`src/rtl/demux_pkg.sv`:
```
// Shared types and constants for the nibble demultiplexer: state encoding,
// slot-to-bit offsets matching the 16-to-4 multiplexer, and bus widths.
package demux_pkg;

    localparam int LARGURA_NIBBLE  = 4;
    localparam int LARGURA_PALAVRA = 16;

    localparam int OFFSET_SLOT0 = 4;
    localparam int OFFSET_SLOT1 = 0;
    localparam int OFFSET_SLOT2 = 8;
    localparam int OFFSET_SLOT3 = 12;

    typedef enum logic {
        COLETA = 1'b0,
        CHEIO  = 1'b1
    } estado_t;

    function automatic int offset_slot(input logic [1:0] slot);
        int off;
        case (slot)
            2'd0:    off = OFFSET_SLOT0;
            2'd1:    off = OFFSET_SLOT1;
            2'd2:    off = OFFSET_SLOT2;
            default: off = OFFSET_SLOT3;
        endcase
        return off;
    endfunction

endpackage

```
`src/rtl/demultiplexador_temporizador.sv`:
```
// Idle counter for a partially assembled word: counts while active, saturates
// at TIMEOUT_CICLOS and flags expiry combinationally from the registered count.
module temporizador_inatividade #(
    parameter int TIMEOUT_CICLOS = 255
) (
    input  logic clk,
    input  logic reset,
    input  logic ativo_i,
    input  logic zerar_i,
    output logic expirou_o
);

    localparam int LARGURA_CNT = $clog2(TIMEOUT_CICLOS + 1);
    localparam logic [LARGURA_CNT-1:0] LIMITE = LARGURA_CNT'(TIMEOUT_CICLOS);

    logic [LARGURA_CNT-1:0] cnt_q, cnt_d;

    always_comb begin
        cnt_d = cnt_q;
        if (zerar_i) begin
            cnt_d = '0;
        end else if (ativo_i && (cnt_q != LIMITE)) begin
            cnt_d = cnt_q + 1'b1;
        end
    end

    always_ff @(posedge clk) begin
        if (reset) begin
            cnt_q <= '0;
        end else begin
            cnt_q <= cnt_d;
        end
    end

    assign expirou_o = (cnt_q == LIMITE);

endmodule

```
`src/rtl/demultiplexador.sv`:
```
// Reassembles four 4-bit nibbles into a 16-bit word held until consumed.
// Optional idle timeout on partial words enabled by macro DEMUX_TIMEOUT_EN.
module demultiplexador
    import demux_pkg::*;
#(
    parameter int TIMEOUT_CICLOS = 255
) (
    input  logic                       clk,
    input  logic                       reset,
    input  logic [LARGURA_NIBBLE-1:0]  nibble_in,
    input  logic                       nibble_valido,
    output logic                       nibble_pronto,
    output logic [1:0]                 sel,
    input  logic                       limpar,
    output logic [LARGURA_PALAVRA-1:0] palavra,
    output logic                       palavra_valida,
    input  logic                       palavra_pronta,
    output logic                       erro_timeout
);

    estado_t                    estado_q, estado_d;
    logic [1:0]                 sel_q, sel_d;
    logic [LARGURA_PALAVRA-1:0] palavra_q, palavra_d;
    logic                       transfer;
    logic                       limpa_efetivo;
    logic                       expira;

    always_comb begin
        estado_d       = estado_q;
        sel_d          = sel_q;
        palavra_d      = palavra_q;
        nibble_pronto  = 1'b0;
        palavra_valida = 1'b0;
        transfer       = 1'b0;
        limpa_efetivo  = limpar | expira;

        case (estado_q)
            COLETA: begin
                nibble_pronto = !limpa_efetivo;
                transfer      = nibble_valido && !limpa_efetivo;
                if (limpa_efetivo) begin
                    sel_d     = 2'd0;
                    palavra_d = '0;
                end else if (transfer) begin
                    palavra_d[offset_slot(sel_q) +: LARGURA_NIBBLE] = nibble_in;
                    sel_d = sel_q + 2'd1;
                    if (sel_q == 2'd3) begin
                        estado_d = CHEIO;
                    end
                end
            end
            default: begin
                // limpar is deliberately ignored here: a complete word is never dropped
                palavra_valida = 1'b1;
                if (palavra_pronta) begin
                    estado_d  = COLETA;
                    palavra_d = '0;
                    sel_d     = 2'd0;
                end
            end
        endcase
    end

    always_ff @(posedge clk) begin
        if (reset) begin
            estado_q  <= COLETA;
            sel_q     <= 2'd0;
            palavra_q <= '0;
        end else begin
            estado_q  <= estado_d;
            sel_q     <= sel_d;
            palavra_q <= palavra_d;
        end
    end

`ifdef DEMUX_TIMEOUT_EN
    logic erro_q;
    logic cnt_ativo;
    logic cnt_zerar;

    assign cnt_ativo = (estado_q == COLETA) && (sel_q != 2'd0) && !transfer;
    assign cnt_zerar = transfer || limpa_efetivo || (sel_q == 2'd0);

    temporizador_inatividade #(
        .TIMEOUT_CICLOS(TIMEOUT_CICLOS)
    ) u_temporizador (
        .clk      (clk),
        .reset    (reset),
        .ativo_i  (cnt_ativo),
        .zerar_i  (cnt_zerar),
        .expirou_o(expira)
    );

    // Only a live partial word can time out; expiry in CHEIO is impossible since sel is 0
    always_ff @(posedge clk) begin
        if (reset) begin
            erro_q <= 1'b0;
        end else begin
            erro_q <= expira && (estado_q == COLETA);
        end
    end

    assign erro_timeout = erro_q;
`else
    assign expira       = 1'b0;
    assign erro_timeout = 1'b0;
`endif

    assign sel     = sel_q;
    assign palavra = palavra_q;

endmodule

```
`config.mk`:
```
export PLATFORM = sky130hd
export DESIGN_NAME = demultiplexador
export DESIGN_NICKNAME = d
export VERILOG_FILES = /design/src/rtl/demux_pkg.sv /design/src/rtl/demultiplexador_temporizador.sv /design/src/rtl/demultiplexador.sv
export SDC_FILE = /design/constraint.sdc
export NUM_CORES = 1
export LEC_CHECK = 0
export ABC_AREA = 1
export CORE_MARGIN = 1.5
export CORE_UTILIZATION = 40
export DETAILED_ROUTE_END_ITERATION = 6
export GPL_TIMING_DRIVEN = 0
export PLACE_DENSITY = 0.64
export SYNTH_ARGS = -nofsm -noshare
export SYNTH_HDL_FRONTEND = slang
export SYNTH_SLANG_ARGS = --single-unit
```
`constraint.sdc`:
```
create_clock -name clk -period 1.85 [get_ports clk]
set_input_delay 0.185 -clock clk [delete_from_list [all_inputs] [get_ports clk]]
set_output_delay 0.185 -clock clk [all_outputs]
set_load 0.01 [all_outputs]
```
==> flow_metrics.tcl <==
set metrics [dict create \
    dr.pass1.iters 4 \
    synth_mux_area_share_pct 0 \
    critPathSlowestCell "clkdlybuf4s50_1" \
    dp_hpwl_um 1850 \
    postCtsSetupBuffers 0 \
    final_cell_count_no_fill 246 \
    final_cell_area_mm2 0.00147 \
    finalWeightedCongestion 0.833 \
    dieArea_mm2 0.00312 \
    floorplan.die.height_um 55.8 \
    first_pass_grt_wire_length_um 4040 \
    area.growth.synth_to_final_pct 31.3 \
    cts.root.buffer_cell "clkbuf_4" \
    run_status "completed" \
    syn_avg_cell_area_um2 6.07 \
    cts-hold-fix-buffers 0 \
    setup_tns_ns 0 \
    final_hold_viol_count 0 \
    via_count_of_the_first_global_routing_pass 944 \
    setup-violations-final 0 \
    tritoncts.num_buffers 3 \
    slew_violations 0 \
    ys.warnings.count 0 \
    synth-adder-area-share_pct 6.73 \
    cts_htree_levels 1 \
    grt_setup_unrepaired "no" \
    port-buffer-count 28 \
    combinational_family_with_the_most_area_after_synthesis "simple AND/OR/NAND/NOR gates" \
    switching_power_mw 0.281 \
    irDropWorstVdd_v 0.000390 \
    floorplan.rows 18 \
    timing.critical_path.max_delay_family "buffers and inverters" \
    power.switching_fraction_pct 30.6 \
    synth_xor_xnor_area_share_pct 0 \
    routed_wirelength_um 2410 \
    max_cap_viol 0 \
    comb_power_share_pct 27.5 \
    syn-instance-count 184 \
    clock_latency_ns 0.29 \
    layout-drive-gt1-share_pct 4.17 \
    hold_path_class "input pin to flip-flop" \
    max_stage_delay_ns 0.59 \
    nNetsFinal 232 \
    wl_per_cell_um 9.81 \
    tritoncts_num_sinks 19 \
    synth.cell_area_mm2 0.00112 \
    placement.cell_area_mm2 0.00143 \
    floorplan.core_area_mm2 0.00257 \
    layout_worst_path_cycle_share_pct 92.8 \
    crit_buf_inv 2 \
    critical_path_class "input pin to output pin" \
    pwr-share-seq_pct 49.4 \
    vias 1086 \
    largest_net_degree_at_the_start_of_global_routing 11 \
    ctsLongestPathBuffers 2 \
    routed_via_density 4.41 \
    fmax_ghz 0.583 \
    global_route.usage.total_pct 16.0 \
    worstPathMaxFanout 10 \
    cts_tree "yes" \
    synth-seq-cells 19 \
    boundaryPins 30 \
    post_synth_and_or_nand_nor_area_fraction_pct 40.2 \
    route.antenna.remaining_nets 0 \
    crit_required_ns 1.66 \
    skew_ns 0.00321 \
    clock_transition_at_path_regs_ns 0.11 \
    n_antenna_cell 0 \
    worst_setup_path_start_kind "input pin" \
    intPower_mw 0.636 \
    drtIter0Drc 23 \
    timing.critical_path.to_type "output pin" \
    post_cts_resized 0 \
    drc 0 \
    floorplan.initialDensity_pct 43.5 \
    leakagePower_nw 0.730 \
    critical_path.cell_chain "clkdlybuf4s50_1, nor2_4, clkdlybuf4s50_1" \
    worst_path_most_repeated_cell "clkdlybuf4s50_1" \
    grt.overflow.total 0 \
    critical_path_arrival_ns 1.53 \
    synth_compound_area_share_pct 4.48 \
    clkPwrFrac_pct 23.1 \
    number_of_antenna_violations_at_the_first_check_in_global_routing 0 \
    post-route-min-period_ns 1.72 \
    place.detailed.instances 242 \
    number_of_library_cell_types_mapped_by_synthesis 19 \
    die_x_um 55.8 \
    power_density_mw_per_mm2 626 \
    ys_seq_area_share_pct 34.1 \
    syn-num-nets 199 \
]
## Yosys cell counts
master	n	area [µm²]
nand2_1	51	191
inv_1	38	143
nor2_1	38	143
dfxtp_1	19	380
a21oi_1	9	45.0
nand3_1	7	35.0
ha_1	6	75.1
nor3_1	4	20.0
nand3b_1	2	15.0
buf_4	1	7.51
clkbuf_1	1	3.75
clkinv_1	1	3.75
conb_1	1	3.75
nand2_2	1	6.26
nand2_4	1	11.3
nand3_2	1	10.0
nand4_1	1	6.26
nor2_4	1	11.3
o21ai_0	1	5.00
## through the flow
step                      hold slack (ns)  power [mW]  util, %  setup WS, ns
after floorplan                     0.254       0.610        -         0.404
after global placement              0.498       0.711     55.8         0.164
after detailed placement            0.506       0.714     55.8         0.149
after CTS                           0.466       0.928     56.9         0.142
after global routing                0.473       0.986     57.1        0.0723
final                               0.475       0.917     57.1         0.133
## worst paths after layout
path                                    start             to  slack (ns)  depth (start not counted)
worst max-delay path                   limpar  nibble_pronto        0.13                          3
worst min-delay path            nibble_valido       estado_q        0.47                          3
worst max register to register         sel[0]    palavra[15]        0.27                          7
worst min register to register    palavra[15]    palavra[15]        0.52                          4
## placed cells by master (no fill, tap or decap), types with 2 or more instances in the layout
master / n
clkdlybuf4s50_1: 28
nand2_1: 51
a21oi_1: 9
clkbuf_1: 2
ha_1: 6
inv_1: 38
nand3b_1: 2
dfxtp_1: 19
nor3_1: 3
nand3_1: 7
clkbuf_4: 3
nor2_1: 38
## kinds of logic after synthesis
kind of cell | count (synthesis)
and+or+nand+nor | 107
AOI/OAI and AO/OA | 10
other | 1
DFF | 19
adders and majority gates | 6
buffers and inverters | 41
## state kept, by name, indices dropped and copies added (netlist names)
| register | flops |
|---|---|
| sel | 2 |
| estado_q | 1 |
| palavra | 16 |
## layout make-up
class / instances / area [µm²]
Multi-Input combinational cell: 124 / 583
Buffer: 2 / 11.3
Sequential cell: 19 / 380
Clock buffer: 4 / 26.3
Fill cell: 283 / 1100
Inverter: 39 / 146
Timing Repair Buffer: 28 / 280
Tap cell: 30 / 37.5
## per-layer routing
layer | share of wire (%) | global-route usage [%] | vias up
met5 | 0 | 0 | -
met4 | 0.95 | 5.10 | 0
met3 | 2.8 | 2.09 | 4
met2 | 44 | 25.7 | 20
met1 | 52 | 22.2 | 462
li1 | - | - | 600
## power groups by stage
stage	Combinational (mW)	Clock (mW)	Sequential [mW]
after floorplan	0.134	0	0.476
after global placement	0.249	0	0.461
after detailed placement	0.251	0	0.463
after CTS	0.252	0.222	0.454
after global routing	0.283	0.245	0.458
final	0.252	0.212	0.453
## tightest hold or removal path, cell delays in order
cell and delay (ns):
clkdlybuf4s50_1 0.42, nand2_1 0.07, a21oi_1 0.05
Note: power is estimated with default switching activity, not from simulation.
